**src/rtl/cdc_tx_arbiter.sv**
```systemverilog
// cdc_tx_arbiter: round-robin arbiter feeding one enable-qualified CDC
// synchronizer channel. It completes a four-phase enable/ack handshake per word.
// Optional ack timeout/abort is compiled in with `define CDC_ARB_TIMEOUT_EN.
module cdc_tx_arbiter #(
  parameter int unsigned N_REQ          = 4,
  parameter int unsigned DATA_W         = 32,
  parameter int unsigned TIMEOUT_CYCLES = 256
) (
  input  logic                        clk,
  input  logic                        rst,
  input  logic [N_REQ-1:0]            req,
  input  logic [N_REQ*DATA_W-1:0]     req_data,
  output logic [N_REQ-1:0]            done,
  output logic [DATA_W-1:0]           sync_data,
  output logic                        sync_enable,
  input  logic                        ack_async,
  output logic                        busy,
  output logic [$clog2(N_REQ)-1:0]    grant_id,
  output logic                        err
);

  localparam int unsigned GW = $clog2(N_REQ);

  if (N_REQ < 2 || N_REQ > 8 || TIMEOUT_CYCLES < 2) begin : g_bad_cfg
    $error("cdc_tx_arbiter: unsupported parameter set");
  end

`ifdef CDC_ARB_TIMEOUT_EN
  typedef enum logic [2:0] {S_IDLE, S_SEND, S_DROP, S_DONE, S_ABORT} state_t;
  localparam int unsigned CNT_W = $clog2(TIMEOUT_CYCLES + 1);
  logic [CNT_W-1:0] cnt_q, cnt_d;
  logic             err_q, err_d;
`else
  typedef enum logic [1:0] {S_IDLE, S_SEND, S_DROP, S_DONE} state_t;
`endif

  state_t            state_q, state_d;
  logic [GW-1:0]     ptr_q, ptr_d;
  logic [GW-1:0]     grant_q, grant_d;
  logic [DATA_W-1:0] data_q, data_d;
  logic              enable_q, enable_d;
  logic              busy_q, busy_d;
  logic [N_REQ-1:0]  done_q, done_d;
  logic              ack_meta_q, ack_s_q;
  logic              win_found;
  logic [GW-1:0]     win_idx;
  logic [GW-1:0]     next_ptr;

  // Rotating priority search: first set req at or above ptr, with wrap.
  always_comb begin
    win_found = 1'b0;
    win_idx   = '0;
    for (int i = 0; i < int'(N_REQ); i++) begin
      if (!win_found && req[(32'(ptr_q) + 32'(i)) % N_REQ]) begin
        win_found = 1'b1;
        win_idx   = GW'((32'(ptr_q) + 32'(i)) % N_REQ);
      end
    end
  end

  assign next_ptr = (grant_q == GW'(N_REQ - 1)) ? '0 : grant_q + GW'(1);

  // Next-state logic; outputs are decoded from the next state so they register.
  always_comb begin
    state_d = state_q;
    ptr_d   = ptr_q;
    grant_d = grant_q;
    data_d  = data_q;
    unique case (state_q)
      S_IDLE: begin
        // A high synchronized ack here is stale; hold off until it clears.
        if (win_found && !ack_s_q) begin
          state_d = S_SEND;
          grant_d = win_idx;
          data_d  = req_data[32'(win_idx) * DATA_W +: DATA_W];
        end
      end
      S_SEND: begin
        if (ack_s_q) begin
          state_d = S_DROP;
`ifdef CDC_ARB_TIMEOUT_EN
        end else if (cnt_q == CNT_W'(TIMEOUT_CYCLES - 1)) begin
          state_d = S_ABORT;
          ptr_d   = next_ptr;
`endif
        end
      end
      S_DROP: begin
        if (!ack_s_q) state_d = S_DONE;
      end
      S_DONE: begin
        state_d = S_IDLE;
        ptr_d   = next_ptr;
      end
`ifdef CDC_ARB_TIMEOUT_EN
      S_ABORT: begin
        if (!ack_s_q) state_d = S_IDLE;
      end
`endif
      default: state_d = S_IDLE;
    endcase

    enable_d = (state_d == S_SEND);
    busy_d   = (state_d != S_IDLE);
    done_d   = (state_d == S_DONE) ? (N_REQ'(1) << grant_q) : '0;
`ifdef CDC_ARB_TIMEOUT_EN
    cnt_d    = (state_q == S_SEND) ? cnt_q + CNT_W'(1) : '0;
    err_d    = (state_d == S_ABORT) && (state_q != S_ABORT);
`endif
  end

  // State, ack synchronizer and registered outputs.
  always_ff @(posedge clk or posedge rst) begin
    if (rst) begin
      state_q    <= S_IDLE;
      ptr_q      <= '0;
      grant_q    <= '0;
      data_q     <= '0;
      enable_q   <= 1'b0;
      busy_q     <= 1'b0;
      done_q     <= '0;
      ack_meta_q <= 1'b0;
      ack_s_q    <= 1'b0;
    end else begin
      state_q    <= state_d;
      ptr_q      <= ptr_d;
      grant_q    <= grant_d;
      data_q     <= data_d;
      enable_q   <= enable_d;
      busy_q     <= busy_d;
      done_q     <= done_d;
      ack_meta_q <= ack_async;
      ack_s_q    <= ack_meta_q;
    end
  end

`ifdef CDC_ARB_TIMEOUT_EN
  // SEND-cycle counter and abort error pulse.
  always_ff @(posedge clk or posedge rst) begin
    if (rst) begin
      cnt_q <= '0;
      err_q <= 1'b0;
    end else begin
      cnt_q <= cnt_d;
      err_q <= err_d;
    end
  end
  assign err = err_q;
`else
  assign err = 1'b0;
`endif

  assign sync_data   = data_q;
  assign sync_enable = enable_q;
  assign busy        = busy_q;
  assign done        = done_q;
  assign grant_id    = grant_q;

endmodule

```
**config.mk**
```make
export PLATFORM = sky130hd
export DESIGN_NAME = cdc_tx_arbiter
export DESIGN_NICKNAME = d
export VERILOG_FILES = /design/src/rtl/cdc_tx_arbiter.sv
export SDC_FILE = /design/constraint.sdc
export NUM_CORES = 1
export LEC_CHECK = 0
export ABC_AREA = 1
export CORE_MARGIN = 1.5
export CORE_UTILIZATION = 44
export DETAILED_ROUTE_END_ITERATION = 7
export GPL_ROUTABILITY_DRIVEN = 0
export PLACE_DENSITY = 0.87
export SYNTH_ARGS = -nofsm -noshare
export SYNTH_HDL_FRONTEND = slang
export SYNTH_SLANG_ARGS = --single-unit
```
**constraint.sdc**
```tcl
create_clock -name clk -period 2.75 [get_ports clk]
set_input_delay 0.55 -clock clk [delete_from_list [all_inputs] [get_ports clk]]
set_output_delay 0.55 -clock clk [all_outputs]
set_load 0.05 [all_outputs]
```
==> run_results.csv <==
group,metric,value,unit
job,max-cap-violations,0,
route,drc_errors,0,
synthesis,yosysMostFrequentCell,"nand2_1",
setup_path,cp-start-kind,"flip-flop",
setup_path,critPathMaxStageDelay,0.57,ns
timing,max_freq,425,MHz
floorplanning,die_w,92.2,um
timing,rsz0062_at_grt,"no",
synthesis,yosysTopAreaCell,"dfrtp_1",
route,routed_wl,10.2,mm
setup_path,cpMostUsedCell,"nand2_1",
synthesis,synthTopCellsByCount,"nand2_1, inv_1, nand3_1, dfrtp_1, nand3b_1",
global_routing,grt_max_degree,65,
pwr,power,6.57,mW
route,dr.first_iter.drc_count,109,
timing,period_share,0.856,
floorplanning,die_y,92.2,um
synthesis,ys_warn_count,0,
cells_and_area,drive_gt1_frac,0.0499,
cts,postCtsHoldBufs,0,
synthesis,synth_area_leaders,"dfrtp_1, nand2_1, nand3_1",
route,wire_per_inst,12.4,um
cts,cts_resized,0,
synthesis,async_reset_ff_frac,1.00,
synthesis,seq_area_frac_synth,0.329,
synthesis,synth_edf_count,0,
placed_design,portBuffers,174,
pwr,powerDensity,1220,mW/mm2
floorplanning,dieArea,0.00850,mm2
setup_path,worst-setup-path-type,"reg2reg",
cells_and_area,fin_area,0.00539,mm2
outcome,status,"finished clean",
setup_path,cp_max_fo,64,
synthesis,syn-cell-area,0.00350,mm2
setup_path,crit_chain,"inv_2 > nand2_1 > nand2_2 > nand2_1 > nand2_1 > nor2_4 > nand3_2 > nand2_4 > nand2_4 > buf_12 > inv_2 > nand2_1 > nand3_1 > nand3_1",
global_routing,grt_usage,0.248,
synthesis,syn_avg_cell_area,6.28,um2
timing,fin_setup_tns,0,ns
synthesis,netlist_instances,557,
timing,fin_worst_skew,0.0116,ns
setup_path,cp.arrival,2.53,ns
setup_path,worst_r2r_path_depth,14,
cts,cts.clk_slew.worst_paths,0.10,ns
synthesis,ys.flop_type,"dfrtp_1",
floorplanning,initial_core_util,0.453,
timing,tightest_slew,0.591,ns
timing,min_period,2.35,ns
setup_path,reg2reg_setup_slack,0.40,ns
timing,relSlewSlack,0.606,
cts,h-tree-depth,2,
pwr,ir_drop,0.677,mV
setup_path,endpoint_kind,"flip-flop",
cts,cts_root_buf,"clkbuf_8",
cts,cts_setup_buffers,0,
setup_path,reg2reg_to,"sync_data[17]",
timing,drv_slew,0,
cells_and_area,diodes,0,
worst_hold_path,hold_class,"reg2reg",
synthesis,syn-num-nets,696,
pwr,cellLeakagePower,2.85,nW
global_routing,grt_pass1_wl,17.1,mm
global_routing,grt_overflow,0,
route,dr_total_vias,3913,
floorplanning,num_rows,32,
cells_and_area,layout.nets,859,
timing,setup_viol,0,
route,drt_first_pass_iters,4,
cells_and_area,regArea,0.00115,mm2
floorplanning,ios,176,
placed_design,place_hpwl,7.96,mm
setup_path,reg2reg_from,"ptr_q[0]",
synthesis,yosysTopAreaCellShare,0.329,
worst_hold_path,hold_depth,0,
route,viasPerCell,4.75,
cts,cts_tree,"done",
route,detail-route-antenna-nets,0,
worst_hold_path,hp-start,"ack_meta_q",
cts,cts_buffers,5,
global_routing,grt_pass1_vias,3784,
floorplanning,coreArea,0.00773,mm2
cells_and_area,n_fill_cell,622,
setup_path,crit_required,2.93,ns
cells_and_area,syn2layout_area_growth,54.1,%
worst_hold_path,holdPathEnd,"ack_s_q",
cts,cts_sinks,46,
global_routing,grt_antenna_before_repair,0,
synthesis,ys_seq_elements,46,
placed_design,dpl-instance-area,0.00528,mm2
cells_and_area,multiInputGateArea,0.00174,mm2
timing,hold_viol_final,0,
synthesis,synth.distinct_cells,29,
cts,clk-insertion-delay-late,0.30,ns
setup_path,slowest_stage,"dfrtp_1",
cts,clk_path_buf_depth,2,
## logic make-up after synthesis
family | after synthesis | share of synthesized area
and+or+nand+nor | 354 | 0.468
buffers and inverters | 144 | 0.175
DFF | 46 | 0.329
AOI/OAI and AO/OA | 8 | 0.0122
adders and majority gates | 4 | 0.0143
other | 1 | 0.00107
## layout make-up
class / count / area share
clock buffers: 5 / 0.0128
multi-input cells: 367 / 0.322
well taps: 102 / 0.0237
flip-flops and latches: 46 / 0.213
clock inverters: 3 / 0.00882
inverters: 118 / 0.0826
repair buffers: 182 / 0.336
## routing by layer
layer,track usage,up-vias,wire length [um]
li1,-,1989,-
met1,0.292,1762,4140
met2,0.438,150,5070
met3,0.0721,12,875
met4,0.0667,0,157
met5,0,-,0
## metrics by stage
stage	hold WS [ns]	utilization	cells	setup slack [ns]
after floorplan	0.331	-	557	0.916
after global placement	0.334	0.683	815	0.189
after detailed placement	0.336	0.683	815	0.0872
after CTS	0.362	0.698	823	0.397
after global routing	0.372	0.698	823	0.103
final	0.352	0.698	823	0.396
## where the power goes
group	switching [mW]	total, mW	internal [mW]
sequential	0.215	1.20	0.983
combinational	3.22	4.85	1.64
clock	0.246	0.524	0.278
total	3.68	6.57	2.90
## layout by cell type, fill, tap and decap left out, types with 2 or more instances in the layout
cell type        Yosys  routed
nand3_2              2       2
nor2_4               2       2
or2_2                2       2
dfrtp_1             46      46
nand2_2              3       4
buf_4                4       7
clkbuf_8             0       5
inv_6                0       2
nand3b_1            17      17
o21ai_0              4       4
nand2_4              3       3
inv_1              113     112
nor2_1               9       9
clkdlybuf4s50_1      0     174
a21oi_1              2       2
or2_0                7       7
nand3_1            101     101
ha_1                 4       4
or2_1                8       8
inv_2                4       5
nand2_1            197     196
## state kept, by name (all words and copies together), names as in the netlist
register	cells
sync_data	32
grant_id	2
ack_meta_q	1
sync_enable	1
ack_s_q	1
busy	1
ptr_q	2
done	4
state_q	2
## how the worst max path moves through the flow
stage | to | start | slack [ns] | cells past startpoint
after CTS | sync_data[25] | ptr_q[0] | 0.40 | 14
after global routing | sync_data[21] | ptr_q[0] | 0.10 | 14
after detailed placement | sync_data[25] | req[1] | 0.09 | 14
after floorplan | sync_data[10] | req[3] | 0.92 | 12
after global placement | sync_data[13] | req[3] | 0.19 | 14
final | sync_data[17] | ptr_q[0] | 0.40 | 14
## critical path: cells and delay by family (launching register included)
| kind | cells | cell delay (ns) |
|---|---|---|
| AND/OR/NAND/NOR | 11 | 1.07 |
| flip-flops | 1 | 0.57 |
| buffers and inverters | 3 | 0.57 |
No activity file was read; power rests on OpenSTA's default activity.
